--- config.mk ---
export PLATFORM = sky130hd
export DESIGN_NAME = pipelined_mix_datapath_flat
export DESIGN_NICKNAME = d
export VERILOG_FILES = /design/src/rtl/mix_pkg.sv /design/src/rtl/pipelined_mix_datapath_if.sv /design/src/rtl/mix_t0_unit.sv /design/src/rtl/pipelined_mix_datapath.sv /design/src/flat_wrapper.sv
export SDC_FILE = /design/constraint.sdc
export NUM_CORES = 1
export LEC_CHECK = 0
export CORE_ASPECT_RATIO = 1.75
export CORE_MARGIN = 5
export CORE_UTILIZATION = 40
export CTS_CLUSTER_SIZE = 14
export DETAILED_ROUTE_END_ITERATION = 10
export MAX_ROUTING_LAYER = met4
export PLACE_DENSITY_LB_ADDON = 0.08
export SYNTH_ARGS = -nofsm -noshare
export SYNTH_HDL_FRONTEND = slang
export SYNTH_HIERARCHICAL = 1
export SYNTH_SLANG_ARGS = --single-unit
--- constraint.sdc ---
create_clock -name clk -period 3.75 [get_ports clk]
set_input_delay 0.375 -clock clk [delete_from_list [all_inputs] [get_ports clk]]
set_output_delay 0.375 -clock clk [all_outputs]
set_load 0.01 [all_outputs]
--- src/rtl/mix_pkg.sv ---
// Shared types and width helpers for the pipelined mix datapath.
package mix_pkg;

   // Per-beat operation selected on the input side.
   typedef enum logic [1:0] {
      MODE_PASS    = 2'd0,
      MODE_XOR     = 2'd1,
      MODE_ACC_ADD = 2'd2,
      MODE_ACC_SUB = 2'd3
   } mode_e;

   // Width of the masked subtract/shift mix term.
   function automatic int t0_w(input int in_w);
      return in_w + 1;
   endfunction

   // Width of the full, untruncated product t0 * (x + 1).
   function automatic int p_w(input int in_w);
      return 2 * in_w + 2;
   endfunction

endpackage

--- src/rtl/pipelined_mix_datapath_if.sv ---
// Operand/result handshake bundle. The master side is the operand source and
// result consumer; the slave side is the datapath.
interface pipelined_mix_datapath_if
   import mix_pkg::*;
#(
   parameter int IN_W  = 4,
   parameter int OUT_W = 37
);
   logic              in_valid;
   logic              in_ready;
   logic [IN_W-1:0]   in_data;
   mode_e             in_mode;
   logic              acc_clr;
   logic              out_valid;
   logic              out_ready;
   logic [OUT_W-1:0]  out_data;

   modport master (
      output in_valid, in_data, in_mode, acc_clr, out_ready,
      input  in_ready, out_valid, out_data
   );

   modport slave (
      input  in_valid, in_data, in_mode, acc_clr, out_ready,
      output in_ready, out_valid, out_data
   );
endinterface

--- src/rtl/mix_t0_unit.sv ---
// Stage-1 mix term: t0 = (((x - ~x) << x) >> x) | x, all in IN_W+1 bits.
// A shift amount at or beyond the term width clears the shifted value.
module mix_t0_unit
   import mix_pkg::*;
#(
   parameter int IN_W = 4
)
(
   input  logic [IN_W-1:0]        x,
   output logic [t0_w(IN_W)-1:0]  t0
);
   localparam int T0_W = t0_w(IN_W);

   logic [T0_W-1:0] x_ext;
   logic [T0_W-1:0] nx_ext;
   logic [T0_W-1:0] d;
   logic [T0_W-1:0] d_shl;
   logic [T0_W-1:0] u;

   // Subtract, then shift left and back right so high bits fall off the top.
   always_comb begin
      x_ext  = {1'b0, x};
      nx_ext = {1'b0, ~x};
      d      = x_ext - nx_ext;
      d_shl  = d << x;
      u      = d_shl >> x;
      t0     = u | x_ext;
   end
endmodule

--- src/rtl/pipelined_mix_datapath.sv ---
// Three-stage mix datapath: operand capture / t0, product, mode-dependent
// result with an accumulator. One global advance moves every stage together.
module pipelined_mix_datapath
   import mix_pkg::*;
#(
   parameter int IN_W  = 4,
   parameter int OUT_W = 37
)
(
   input logic                     clk,
   input logic                     rst_n,
   pipelined_mix_datapath_if.slave bus
);
   localparam int T0_W = t0_w(IN_W);
   localparam int P_W  = p_w(IN_W);

   logic              en;

   logic              s1_valid;
   logic [IN_W-1:0]   s1_x;
   mode_e             s1_mode;

   logic              s2_valid;
   logic [IN_W-1:0]   s2_x;
   logic [T0_W-1:0]   s2_t0;
   mode_e             s2_mode;

   logic              s3_valid;
   logic [P_W-1:0]    s3_p;
   logic [T0_W-1:0]   s3_t0;
   mode_e             s3_mode;

   logic [T0_W-1:0]   t0_comb;
   logic [IN_W:0]     x_inc;
   logic [P_W-1:0]    p_comb;

   logic [OUT_W-1:0]  acc;
   logic [OUT_W-1:0]  acc_base;
   logic [OUT_W-1:0]  acc_next;
   logic [OUT_W-1:0]  result;
   logic              acc_move;

   logic              out_valid_q;
   logic [OUT_W-1:0]  out_data_q;

   // Whole pipe advances unless a held result is waiting on the consumer.
   assign en            = !out_valid_q || bus.out_ready;
   assign bus.in_ready  = en;
   assign bus.out_valid = out_valid_q;
   assign bus.out_data  = out_data_q;

   mix_t0_unit #(.IN_W(IN_W)) u_t0 (
      .x  (s1_x),
      .t0 (t0_comb)
   );

   // Stage-2 product, kept at full width so nothing is truncated.
   always_comb begin
      x_inc  = {1'b0, s2_x} + (IN_W+1)'(1);
      p_comb = P_W'(s2_t0) * P_W'(x_inc);
   end

   // Stage-3 result select; a clear coincident with an ACC beat applies first.
   // NOTE: every output gets a default before the case so no latch is inferred.
   always_comb begin
      acc_base = bus.acc_clr ? '0 : acc;
      acc_next = acc_base;
      result   = OUT_W'(s3_p);
      acc_move = en && s3_valid &&
                 (s3_mode == MODE_ACC_ADD || s3_mode == MODE_ACC_SUB);
      case (s3_mode)
         MODE_PASS: result = OUT_W'(s3_p);
         MODE_XOR:  result = OUT_W'(s3_p ^ P_W'(s3_t0));
         MODE_ACC_ADD: begin
            acc_next = acc_base + OUT_W'(s3_p);
            result   = acc_next;
         end
         MODE_ACC_SUB: begin
            acc_next = acc_base - OUT_W'(s3_p);
            result   = acc_next;
         end
         default: result = OUT_W'(s3_p);
      endcase
   end

   // Stage registers; bubbles travel with the data and are never collapsed.
   // NOTE: state uses non-blocking assignments so every stage samples the
   // pre-edge value of its predecessor.
   // NOTE: data registers are reset too, so out_data and the stage contents
   // are defined right after reset rather than left as unknowns.
   always_ff @(posedge clk or negedge rst_n) begin
      if (!rst_n) begin
         s1_valid <= 1'b0;
         s1_x     <= '0;
         s1_mode  <= MODE_PASS;
         s2_valid <= 1'b0;
         s2_x     <= '0;
         s2_t0    <= '0;
         s2_mode  <= MODE_PASS;
         s3_valid <= 1'b0;
         s3_p     <= '0;
         s3_t0    <= '0;
         s3_mode  <= MODE_PASS;
      end else if (en) begin
         s1_valid <= bus.in_valid;
         s1_x     <= bus.in_data;
         s1_mode  <= bus.in_mode;
         s2_valid <= s1_valid;
         s2_x     <= s1_x;
         s2_t0    <= t0_comb;
         s2_mode  <= s1_mode;
         s3_valid <= s2_valid;
         s3_p     <= p_comb;
         s3_t0    <= s2_t0;
         s3_mode  <= s2_mode;
      end
   end

   // Output register: loads on advance, holds while the consumer stalls.
   always_ff @(posedge clk or negedge rst_n) begin
      if (!rst_n) begin
         out_valid_q <= 1'b0;
         out_data_q  <= '0;
      end else if (en) begin
         out_valid_q <= s3_valid;
         if (s3_valid) begin
            out_data_q <= result;
         end
      end
   end

   // Accumulator: moves only with an ACC beat leaving stage 3, else a lone clear zeroes it.
   always_ff @(posedge clk or negedge rst_n) begin
      if (!rst_n) begin
         acc <= '0;
      end else if (acc_move) begin
         acc <= acc_next;
      end else if (bus.acc_clr) begin
         acc <= '0;
      end
   end
endmodule

--- src/flat_wrapper.sv ---
// flat-port wrapper written by rule: the top's interface ports become plain ports
module pipelined_mix_datapath_flat import mix_pkg::*;
#(
   parameter int IN_W  = 4,
   parameter int OUT_W = 37
)
  (clk, rst_n, bus_in_valid, bus_in_data, bus_in_mode, bus_acc_clr, bus_out_ready, bus_in_ready, bus_out_valid, bus_out_data);
  pipelined_mix_datapath_if #(.IN_W(IN_W), .OUT_W(OUT_W)) bus_i ();
  input logic clk;
  input logic rst_n;
  input wire logic [$bits(bus_i.in_valid)-1:0] bus_in_valid;
  input wire logic [$bits(bus_i.in_data)-1:0] bus_in_data;
  input wire logic [$bits(bus_i.in_mode)-1:0] bus_in_mode;
  input wire logic [$bits(bus_i.acc_clr)-1:0] bus_acc_clr;
  input wire logic [$bits(bus_i.out_ready)-1:0] bus_out_ready;
  output wire logic [$bits(bus_i.in_ready)-1:0] bus_in_ready;
  output wire logic [$bits(bus_i.out_valid)-1:0] bus_out_valid;
  output wire logic [$bits(bus_i.out_data)-1:0] bus_out_data;
  assign bus_i.in_valid = bus_in_valid;
  assign bus_i.in_data = bus_in_data;
  assign bus_i.in_mode = bus_in_mode;
  assign bus_i.acc_clr = bus_acc_clr;
  assign bus_i.out_ready = bus_out_ready;
  assign bus_in_ready = bus_i.in_ready;
  assign bus_out_valid = bus_i.out_valid;
  assign bus_out_data = bus_i.out_data;
  pipelined_mix_datapath #(.IN_W(IN_W), .OUT_W(OUT_W)) u_core (.clk(clk), .rst_n(rst_n), .bus(bus_i));
endmodule
# Yosys cells after proc, flatten, opt, wreduce, memory -nomap -nowiden
# Index checks and enable logic that the tools add are counted.
[classes]
n_addsub = 4
mul = 1
eq_ne = 3
shifts = 2
n_mux = 4
n_bitwise = 3
n_reduce_logical = 7
[op_table]
columns = ["op", "n"]
rows = [
  ["one-hot mux 37 bit (4 select lines)", 1],
  ["two-way mux 37 bit", 2],
  ["one-hot mux 37 bit (2 select lines)", 1],
  ["adder 37 x 10 -> 37 bit", 1],
  ["subtractor 37 x 10 -> 37 bit", 1],
  ["multiplier 5 x 5 -> 10 bit", 1],
  ["XOR 10 x 5 -> 10 bit", 1],
  ["adder 4 x 1 -> 5 bit, second input constant", 1],
  ["OR 5 x 4 -> 5 bit", 1],
  ["left shift 5 x 4 -> 5 bit", 1],
  ["right shift 5 x 4 -> 5 bit", 1],
  ["subtractor 4 x 4 -> 5 bit", 1],
  ["== test 2 bit, second input constant", 2],
  ["inverter 4 bit", 1],
  ["== test 2 x 1 -> 1 bit, second input constant", 1],
  ["logical AND 1 bit", 2],
  ["logical NOT 2 bit", 1],
  ["logical OR 1 bit", 2],
  ["AND reduction 2 bit", 1],
  ["logical NOT 1 bit", 1],
]
[word_totals]
reg_bits = 112
inputBits = 11
out_inout_bits = 39
wordCells = 38

# Depth between registers and ports, before layout
# Gate-level depths: netlist of the first run.
[logic_depth]
depth_word = 5
ltp_mapped = 20
mapped_depth_nobuf = 17

# Cells and area by module
# The synthesis of the first run kept the hierarchy.
[modules_own_cells]
columns = ["mod", "instances", "cells_each", "area_each_um2", "seq_area_each_um2"]
rows = [
  ["pipelined_mix_datapath", 1, 922, 8151.6, 2802.7],
  ["mix_t0_unit", 1, 16, 122.6, 0.0],
]

# Worst setup path after synthesis of the first run
# OpenSTA, ideal clock, no wires.
[synth_timing]
kind = "register -> register"
startpoint = "reg u_core.s2_x[0]"
endpoint = "reg u_core.s3_p[9]"
setup_time_ns = 0.140
t_arrival_ns = 3.707
required_ns = 3.610
slack_ns = -0.096
path_stages_with_launch = 16
path_buffers = 0
synth_period_minus_slack_ns = 3.846
path_cell_list = "dfrtp_1 > ha_1 > xor2_1 > nand2_1 > fa_1 > fa_1 > fa_1 > inv_1 > ha_1 > a21oi_1 > o21bai_1 > a21oi_1 > o21bai_1 > a21oi_1 > xnor2_1 > a21oi_1"
[synth_via]
elab_chain_cells = 2
[synth_lines]
columns = ["item", "line_no", "rtl"]
rows = [
  ["from (decl)", "pipelined_mix_datapath.sv:24", "logic [IN_W-1:0] s2_x;"],
  ["from (signal assigned)", "pipelined_mix_datapath.sv:97", "s2_x <= '0;"],
  ["from (signal assigned)", "pipelined_mix_datapath.sv:109", "s2_x <= s1_x;"],
  ["adder 4 x 1 -> 5 bit", "pipelined_mix_datapath.sv:59", "x_inc = {1'b0, s2_x} + (IN_W+1)'(1);"],
  ["multiplier 5 x 5 -> 10 bit", "pipelined_mix_datapath.sv:60", "p_comb = P_W'(s2_t0) * P_W'(x_inc);"],
  ["to (signal assigned)", "pipelined_mix_datapath.sv:113", "s3_p <= p_comb;"],
  ["to (decl)", "pipelined_mix_datapath.sv:29", "logic [P_W-1:0] s3_p;"],
]
# No other way between the ends.
# A chain may end at the register's enable or synchronous reset.

# Worst setup path after layout of the first run
# Ends and elaborated chain as after synthesis.

==> results of run 1 <==
[flip-flops by register name (all words and copies together), names as in the netlist]
register	flops
u_core/s1_x	4
u_core/bus.out_valid	1
u_core/s2_mode	2
u_core/acc	37
u_core/s1_mode	2
u_core/s1_valid	1
u_core/s2_x	4
u_core/s3_mode	2
u_core/s3_t0	5
u_core/bus.out_data	37
u_core/s3_p	10
u_core/s3_valid	1
u_core/s2_t0	5
u_core/s2_valid	1
[worst reg2reg max path: stages (launching register included)]
cell and delay, ns:
dfrtp_2 0.44, ha_4 0.19, xor2_4 0.19, nand2_2 0.08
fa_1 0.57, fa_1 0.44, fa_1 0.53, inv_2 0.05
ha_4 0.23, a21oi_4 0.13, o21bai_1 0.11, a21oi_2 0.15
o21bai_1 0.07, a21oi_1 0.17, xnor2_1 0.13, a21oi_1 0.07
[cells in the final DEF (no fill, tap or decap), types with 5 or more instances in the layout]
cell	instances
inv_1	36
nor3_1	18
nand4_1	6
o21ai_0	52
a21o_1	11
a21oi_1	45
buf_4	28
nand3_1	14
a21oi_2	6
o21ai_1	16
mux2i_1	6
xor2_1	17
clkbuf_16	9
nand2_1	112
o211ai_1	6
mux2_2	29
clkdlybuf4s50_1	47
ha_1	25
a211oi_1	5
nor2b_1	17
a31oi_1	12
o21a_1	5
nand2b_1	15
dfrtp_1	110
and2_1	17
fa_1	9
xnor2_1	58
nor2_1	87
o22ai_1	8
[kinds of logic after synthesis]
family                     after synthesis  share of synthesized area
xor gates and xnor gates                77                     0.0824
AOI/OAI and AO/OA                      237                      0.204
muxes                                   35                     0.0467
and+or+nand+nor                        334                      0.197
buffers and inverters                  101                     0.0599
DFF                                    112                      0.339
adders and majority gates               42                     0.0706
[layout make-up]
cell class	count	area, um2	area share
sequential	112	2810	0.300
timing repair buffer	77	706	0.0755
tap	248	310	0.0332
clock buffer	11	243	0.0260
multi-input combinational	725	5070	0.543
inverter	40	150	0.0161
clock inverter	5	63.8	0.00682
[per-layer routing]
metal  track usage  vias to the layer above  part of all wire
met5             -                        -                 0
li1              -                     3319                 -
met3        0.0243                       44             0.019
met4        0.0812                        0             0.034
met1         0.206                     3370              0.36
met2         0.398                       92              0.58
[through the flow]
step                setup TNS, ns  hold slack, ns
floorplan                       0          0.0794
global placement                0           0.461
detailed placement        -0.0228           0.463
CTS                             0          0.0802
global route               -0.195           0.122
finish                          0          0.0483
[where the power goes]
part / switching (mW) / internal, mW / total (mW)
Clock: 0.481 / 0.544 / 1.02
Combinational: 3.41 / 2.83 / 6.24
Sequential: 0.679 / 1.73 / 2.40
Total: 4.57 / 5.10 / 9.67
[path summary, 6_finish.rpt]
check / to / slack [ns] / cells after the start
max: u_core/s3_p[9]$_DFFE_PN0N_ / 0.06 / 15
min: u_core/bus.out_data[21]$_DFFE_PN0P_ / 0.05 / 1
max reg2reg: u_core/s3_p[9]$_DFFE_PN0N_ / 0.06 / 15
min reg2reg: u_core/bus.out_data[24]$_DFFE_PN0P_ / 0.48 / 2
max in group asynchronous: u_core/bus.out_data[3]$_DFFE_PN0P_ / 2.77 / 2
min in group clk: u_core/acc[1]$_DFF_PN0_ / 0.41 / 4
[repair_timing]
item,CTS,global route
endpoints found under the setup margin,1,3
pin swaps,2,17
buffers inserted,2,2
resized for setup,1,10
==> impl_metrics.json, run 1 <==
{
  "syn_avg_cell_area_um2": 8.82,
  "hold_violations": 0,
  "synth_cell_types": 94,
  "setup_ws_ns": 0.0616,
  "overflow": 0,
  "die-area_mm2": 0.0238,
  "cap_viol_max_count": 0,
  "synth_top_area_share": 0.339,
  "start_kind": "flip-flop",
  "clock_latency_ns": 0.37,
  "grt_pass1_wl_um": 37900,
  "fin_crit_sh": 0.984,
  "core_mm2": 0.0204,
  "crit_type": "flip-flop to flip-flop",
  "post_drt_via_cell_ratio": 5.60,
  "cts.sinks": 112,
  "r2r_start": "u_core/s2_x[0]$_DFFE_PN0N_",
  "root_buffer": "clkbuf_16",
  "grt_pass1_vias": 6927,
  "ios": 50,
  "synth-async-reset-ratio": 1.00,
  "clk_pin_slew_ns": 0.08,
  "vias": 6825,
  "crit_top_cell": "fa_1",
  "setup_viol": 0,
  "crit_start": "u_core/s2_x[0]$_DFFE_PN0N_",
  "vdd.ir_drop.worst_mv": 0.577,
  "drive_above_1_share": 0.149,
  "worst_pin_slew_ns": 0.899,
  "hold_buffers": 0,
  "ys_warn_count": 6,
  "yosysSeqAreaShare": 0.339,
  "slew_viol_final": 0,
  "io_buffers": 49,
  "synth_common_cells": "nand2_1, dfrtp_1, nor2_1",
  "synth-edff-count": 0,
  "synth_seq_cells": 112,
  "die_h_um": 200,
  "syn_nets": 986,
  "synth_area_leaders": "dfrtp_1, xnor2_1, nand2_1",
  "max_stage_delay_ns": 0.57,
  "grt_max_degree": 70,
  "avgRoutedWirePerCell_um": 19.2,
  "drt-initial-drc-count": 412,
  "first_pass_iters": 5,
  "p_leak_nw": 3.82,
  "p_total_mw": 9.67,
  "powerDensity_mw_per_mm2": 1030,
  "fin_nets": 1013,
  "drc": 0,
  "finalWirelength_um": 23400,
  "status": "finished, final reports clean",
  "worstPathRequired_ns": 3.98,
  "synth.cell_area_mm2": 0.00827,
  "final_cells": 1218,
  "grt_antenna_before_repair": 0,
  "path_buf_inv": 1,
  "synth_area_leader_cell": "dfrtp_1",
  "slowest_stage": "fa_1",
  "gp_congestion": 0.874,
  "area_growth_pct": 13.0,
  "synth.most_common_cell": "nand2_1",
  "placed_cells": 1198,
  "num_rows": 69,
  "holdCritPathClass": "input port to asynchronous set/reset pin",
  "worstPathMaxFanout": 4,
  "placedInstanceArea_mm2": 0.00896,
  "fill_cells": 2015,
  "dp_slack_ns": -0.0228,
  "slew-limit-headroom": 0.398,
  "track_usage": 0.206,
  "worstPathArrival_ns": 3.92,
  "clock.fmax_ghz": 0.271,
  "cp_cell_sequence": "ha_4 > xor2_4 > nand2_2 > fa_1 > fa_1 > fa_1 > inv_2 > ha_4 > a21oi_4 > o21bai_1 > a21oi_2 > o21bai_1 > a21oi_1 > xnor2_1 > a21oi_1",
  "endpoint_kind": "flip-flop",
  "htree_levels": 3,
  "grt_setup_unrepaired": "true",
  "cts_tree": "yes",
  "crit_family": "adder cells",
  "final_area_mm2": 0.00935,
  "skew_ns": 0.0132,
  "die_w_um": 119,
  "fin_util": 0.459,
  "syn-instance-count": 938,
  "n_antenna_cell": 0,
  "period_minus_slack_ns": 3.69,
  "cts_made_buffers": 9,
  "dp_hpwl_um": 17700,
  "ant_nets": 0,
  "ctsLongestPathBuffers": 2,
  "ys.flop_type": "dfrtp_1",
  "initial_utilization": 0.406
}
Power figures use the tool's default switching activity.
==> run 2, diff against run 1 <==
--- a/config.mk
+++ b/config.mk
@@ -5,6 +5,7 @@
 export SDC_FILE = /design/constraint.sdc
 export NUM_CORES = 1
 export LEC_CHECK = 0
+export ABC_AREA = 1
 export CORE_ASPECT_RATIO = 1.75
 export CORE_MARGIN = 5
 export CORE_UTILIZATION = 40
@@ -14,5 +15,4 @@
 export PLACE_DENSITY_LB_ADDON = 0.08
 export SYNTH_ARGS = -nofsm -noshare
 export SYNTH_HDL_FRONTEND = slang
-export SYNTH_HIERARCHICAL = 1
 export SYNTH_SLANG_ARGS = --single-unit
==> run 2 against run 1 <==
  * Largest power group unchanged
  * Highest routed layer unchanged
  * Sequential cell count unchanged
  * Fmax decreased by 0.32%
  * Count of clock-buffer cells in the layout shrank 2
  * First-iteration DRC count grew 15%
  * Largest cell class unchanged
  * Routed wire length up 41%
==> impl_metrics.json, run 2 <==
{
  "grt_setup_unrepaired": "true",
  "holdCritPathClass": "input port to asynchronous set/reset pin",
  "fill_cells": 2253,
  "start_kind": "flip-flop",
  "synth_seq_cells": 112,
  "clock.fmax_ghz": 0.270,
  "synth_top_area_share": 0.330,
  "syn-instance-count": 1322,
  "grt_pass1_vias": 9270,
  "hold_violations": 0,
  "root_buffer": "clkbuf_16",
  "power.switching_mw": 4.55,
  "cts.sinks": 112,
  "ant_nets": 0,
  "cts_tree": "yes",
  "r2r-end": "u_core.s3_p[9]$_DFFE_PN0N_",
  "powerDensity_mw_per_mm2": 886,
  "fin_nets": 1450,
  "power.internal_mw": 4.25,
  "synth.cell_area_mm2": 0.00850,
  "pwr-share-comb": 0.654,
  "crit_start": "u_core.s2_x[0]$_DFFE_PN0N_",
  "syn_avg_cell_area_um2": 6.43,
  "pwr-share-clk": 0.117,
  "hold_buffers": 0,
  "grt_max_degree": 61,
  "setup_viol": 0,
  "htree_levels": 3,
  "vdd.ir_drop.worst_mv": 0.422,
  "ctsLongestPathBuffers": 2,
  "cp-endpoint": "u_core.s3_p[9]$_DFFE_PN0N_",
  "ys_warn_count": 0,
  "r2r_start": "u_core.s2_x[0]$_DFFE_PN0N_",
  "first_pass_iters": 5,
  "clock_latency_ns": 0.38,
  "avgRoutedWirePerCell_um": 19.9,
  "die_h_um": 203,
  "syn_nets": 1372,
  "n_antenna_cell": 0,
  "drive_above_1_share": 0.0826,
  "p_leak_nw": 5.43,
  "ys.flop_type": "dfrtp_1",
  "final_common_cell": "nand2_1",
  "ios": 50,
  "track_usage": 0.285,
  "grt_antenna_before_repair": 0,
  "clk_pin_slew_ns": 0.08,
  "status": "finished, final reports clean",
  "synth_cell_types": 47,
  "reg2reg_depth": 18,
  "io_buffers": 49,
  "drt-initial-drc-count": 472,
  "synth_area_leader_cell": "dfrtp_1",
  "overflow": 0,
  "fin_crit_sh": 0.987,
  "fin_util": 0.475,
  "worst_pin_slew_ns": 0.741,
  "core_mm2": 0.0209,
  "initial_utilization": 0.406,
  "slew_viol_final": 0,
  "synth.most_common_cell": "nand2_1",
  "worstPathMaxFanout": 4,
  "synth-async-reset-ratio": 1.00,
  "area_growth_pct": 16.9,
  "dp_hpwl_um": 26000,
  "p_seq_frac": 0.229,
  "finalWirelength_um": 32900,
  "vias": 8923,
  "reg2reg_slack_ns": 0.05,
  "cts_made_buffers": 9,
  "grt_pass1_wl_um": 50900,
  "period_minus_slack_ns": 3.70,
  "synth_area_leaders": "dfrtp_1, nand2_1, nand3_1",
  "die_w_um": 120,
  "drc": 0,
  "num_rows": 70,
  "crit_type": "flip-flop to flip-flop",
  "gp_congestion": 1.07,
  "switching_share": 0.517,
  "skew_ns": 0.0148,
  "endpoint_kind": "flip-flop",
  "post_drt_via_cell_ratio": 5.39,
  "cap_viol_max_count": 0,
  "final.setup.tns_ns": 0,
  "synth-edff-count": 0,
  "die-area_mm2": 0.0244,
  "yosysSeqAreaShare": 0.330,
  "final_cell_mix": "nand2_1, inv_1, nand3_1",
  "worstPathRequired_ns": 4.06,
  "worstPathArrival_ns": 4.01,
  "synth_common_cells": "nand2_1, inv_1, nand3_1",
  "slew-limit-headroom": 0.506
}
==> run 2: how the worst min path moves through the flow <==
stage / startpoint / to / slack [ns]
2_1_floorplan: rst_n / u_core.acc[0]$_DFF_PN0_ / 0.08
3_3_place_gp: rst_n / u_core.bus.out_data[31]$_DFFE_PN0P_ / 0.46
3_5_place_dp: rst_n / u_core.bus.out_data[31]$_DFFE_PN0P_ / 0.47
4_1_cts: rst_n / u_core.acc[30]$_DFF_PN0_ / 0.04
5_1_grt: rst_n / u_core.bus.out_data[31]$_DFFE_PN0P_ / 0.08
6_report: rst_n / u_core.bus.out_data[31]$_DFFE_PN0P_ / 0.02
==> run 2: repair_timing <==
action,CTS,global route
pin swaps,14,9
gates cloned,0,0
buffers inserted,3,2
setup endpoints to repair,2,3
gates resized for setup,13,8
==> run 2: area by class of cell <==
class | instances | area [um2] | share of cell area
clock inverter | 7 | 82.6 | 0.00831
timing repair buffer | 98 | 881 | 0.0887
sequential | 112 | 2800 | 0.282
inverter | 161 | 607 | 0.0611
clock buffer | 9 | 225 | 0.0227
tap | 252 | 315 | 0.0317
multi-input combinational | 1018 | 5020 | 0.505
==> run 2: kinds of logic after synthesis <==
family / count (synthesis) / synth area share
compound gates: 152 / 0.0951
flops: 112 / 0.330
fa+ha+maj: 39 / 0.0654
simple gates: 820 / 0.411
buf+inv: 192 / 0.0916
xor+xnor: 7 / 0.00721
==> run 2: power by group through the flow <==
stage	combinational [mW]	sequential, mW	clock, mW
floorplan	3.33	2.02	0
global placement	5.41	2.02	0
detailed placement	5.44	2.03	0
CTS	5.69	2.01	1.07
global route	6.40	2.07	1.11
finish	5.75	2.02	1.03
==> run 2: layer usage <==
metal / track usage / up-vias / wire (um)
li1: - / 4401 / -
met1: 0.252 / 4162 / 10800
met2: 0.531 / 230 / 18000
met3: 0.0365 / 130 / 965
met4: 0.225 / 0 / 3140
met5: - / - / 0
==> run 2: metrics by stage <==
stage | area [um2] | power, mW | setup slack [ns] | cells | hold WS [ns]
global route | 9930 | 9.58 | -0.133 | 1657 | 0.0841
floorplan | 8500 | 5.35 | 0.00164 | 1322 | 0.0794
CTS | 9890 | 8.77 | -0.0157 | 1655 | 0.0412
global placement | 9490 | 7.43 | -0.126 | 1636 | 0.459
detailed placement | 9490 | 7.46 | -0.184 | 1636 | 0.466
finish | 9930 | 8.80 | 0.0497 | 1657 | 0.0237
==> run 2: worst max-delay path: stages (launching register included) <==
cell and delay [ns]:
dfrtp_1 0.43, ha_4 0.19, xor2_2 0.15, nand2_2 0.08
fa_1 0.51, fa_1 0.51, fa_1 0.53, inv_2 0.05
ha_4 0.22, nand2_2 0.06, nand3_2 0.09, nand2_2 0.10
nand2_2 0.06, a21oi_2 0.14, nor2_1 0.06, o21ai_1 0.15
a21oi_1 0.08, nand3b_1 0.15, o21ai_1 0.09
==> run 3, diff against run 2 <==
--- a/config.mk
+++ b/config.mk
@@ -11,6 +11,7 @@
 export CORE_UTILIZATION = 40
 export CTS_CLUSTER_SIZE = 14
 export DETAILED_ROUTE_END_ITERATION = 10
+export HOLD_SLACK_MARGIN = 0.06
 export MAX_ROUTING_LAYER = met4
 export PLACE_DENSITY_LB_ADDON = 0.08
 export SYNTH_ARGS = -nofsm -noshare
==> run 3 against run 2 <==
  * Critical endpoint unchanged
  * First-iteration DRC count increased by 4.4%
  * Critical path type unchanged
  * Highest routed layer unchanged
  * Register-to-register slack about the same
  * Sequential power about the same
  * Clock skew increased by 0.00065 ns
  * Largest power group unchanged
  * Combinational power about the same
  * Non-clock buffer count increased by 1
  * Final cell count about the same
  * Total power about the same
  * Count of clock-buffer cells in the layout unchanged
==> impl_metrics.json, run 3 (synthesized netlist as in run 2, its figures left out) <==
{
  "final_cells": 1658,
  "reg2reg_slack_ns": 0.04,
  "final_cell_mix": "nand2_1, inv_1, nand3_1",
  "holdCritPathClass": "flip-flop to flip-flop",
  "worstPathMaxFanout": 4,
  "drc": 0,
  "setup_viol": 0,
  "grt_max_degree": 61,
  "ctsLongestPathBuffers": 2,
  "die_w_um": 120,
  "area_growth_pct": 17.0,
  "slew-limit-headroom": 0.508,
  "start_kind": "flip-flop",
  "grt_antenna_before_repair": 0,
  "track_usage": 0.285,
  "vdd.ir_drop.worst_mv": 0.420,
  "cts_made_buffers": 9,
  "skew_ns": 0.0155,
  "cts_tree": "yes",
  "first_pass_iters": 5,
  "crit_start": "u_core.s2_x[0]$_DFFE_PN0N_",
  "crit_type": "flip-flop to flip-flop",
  "endpoint_kind": "flip-flop",
  "overflow": 0,
  "p_leak_nw": 5.43,
  "clock.fmax_ghz": 0.270,
  "p_total_mw": 8.80,
  "htree_levels": 3,
  "post_drt_via_cell_ratio": 5.40,
  "fin_nets": 1451,
  "drt-initial-drc-count": 493,
  "placed_cells": 1636,
  "num_rows": 70,
  "finalWirelength_um": 32900,
  "core_mm2": 0.0209,
  "io_buffers": 49,
  "hold_violations": 0,
  "fin_crit_sh": 0.988,
  "clock_latency_ns": 0.38,
  "root_buffer": "clkbuf_16",
  "vias": 8953,
  "cap_viol_max_count": 0,
  "cts.sinks": 112,
  "clk_pin_slew_ns": 0.08,
  "initial_utilization": 0.406,
  "period_minus_slack_ns": 3.71,
  "fill_cells": 2252,
  "worstPathArrival_ns": 4.01,
  "grt_pass1_wl_um": 50900,
  "worst_pin_slew_ns": 0.738,
  "cp-endpoint": "u_core.s3_p[9]$_DFFE_PN0N_",
  "drive_above_1_share": 0.0825,
  "ant_nets": 0,
  "grt_setup_unrepaired": "true",
  "n_antenna_cell": 0,
  "fin_util": 0.475,
  "ios": 50,
  "dp_hpwl_um": 26000,
  "status": "finished, final reports clean",
  "final_common_cell": "nand2_1",
  "grt_pass1_vias": 9270,
  "die-area_mm2": 0.0244,
  "slew_viol_final": 0,
  "r2r-end": "u_core.s3_p[9]$_DFFE_PN0N_",
  "powerDensity_mw_per_mm2": 885,
  "r2r_start": "u_core.s2_x[0]$_DFFE_PN0N_",
  "whs_ns": 0.483,
  "avgRoutedWirePerCell_um": 19.9,
  "gp_congestion": 1.07,
  "reg2reg_depth": 18,
  "die_h_um": 203,
  "worstPathRequired_ns": 4.05
}
==> run 3: changes by cell type in the layout (fill, tap and decap cells not counted), sizes merged <==
cell / previous run / this run
dlygate4sd3: 0 / 1
==> run 3: area by class of cell <==
type | instances | area (um2) | share of cell area
multi-input combinational | 1018 | 5020 | 0.505
clock buffer | 9 | 225 | 0.0226
clock inverter | 7 | 82.6 | 0.00830
tap | 252 | 315 | 0.0317
inverter | 161 | 607 | 0.0610
timing repair buffer | 99 | 891 | 0.0896
sequential | 112 | 2800 | 0.282
==> run 3: repair_timing <==
item | 4_1_cts | 5_1_grt
hold buffers | 1 | 0
endpoints found under the hold margin | 12 | 0
setup buffers | 3 | 2
resized for setup | 13 | 8
pin swaps | 14 | 9
setup endpoints to repair | 2 | 3
==> run 3: power breakdown <==
group          leakage (nW)  internal (mW)  switching, mW
Sequential             1.47           1.67          0.346
Combinational          3.81           2.10           3.66
Clock                 0.148          0.482          0.549
==> run 3: through the flow <==
step	setup TNS [ns]	setup slack, ns	area (um2)
2_1_floorplan	0	0.00164	8500
3_3_place_gp	-0.158	-0.126	9490
3_5_place_dp	-0.268	-0.184	9490
4_1_cts	-0.0157	-0.0157	9900
5_1_grt	-0.231	-0.133	9940
6_report	0	0.0448	9940
==> run 3: worst max-delay path: stages, from the launching register on <==
cell,delay (ns)
dfrtp_1,0.43
ha_4,0.19
xor2_2,0.15
nand2_2,0.08
fa_1,0.51
fa_1,0.51
fa_1,0.53
inv_2,0.05
ha_4,0.22
nand2_2,0.06
nand3_2,0.09
nand2_2,0.10
nand2_2,0.06
a21oi_2,0.14
nor2_1,0.06
o21ai_1,0.15
a21oi_1,0.08
nand3b_1,0.15
o21ai_1,0.09
==> run 3: worst min-delay path by stage <==
| stage | start | end | slack [ns] | cells after the start |
|---|---|---|---|---|
| 6_report | u_core.bus.out_data[35]$_DFFE_PN0P_ | u_core.bus.out_data[35]$_DFFE_PN0P_ | 0.48 | 2 |
| 3_5_place_dp | rst_n | u_core.bus.out_data[31]$_DFFE_PN0P_ | 0.47 | 1 |
| 5_1_grt | u_core.bus.out_data[19]$_DFFE_PN0P_ | u_core.bus.out_data[19]$_DFFE_PN0P_ | 0.50 | 2 |
| 2_1_floorplan | rst_n | u_core.acc[0]$_DFF_PN0_ | 0.08 | 0 |
| 4_1_cts | u_core.bus.out_data[35]$_DFFE_PN0P_ | u_core.bus.out_data[35]$_DFFE_PN0P_ | 0.49 | 2 |
| 3_3_place_gp | rst_n | u_core.bus.out_data[31]$_DFFE_PN0P_ | 0.46 | 1 |
==> run 3: per-layer routing <==
layer / wire length, um / GRT usage
met2: 18200 / 0.531
met4: 3070 / 0.225
met1: 10900 / 0.252
met5: 0 / -
met3: 843 / 0.0365
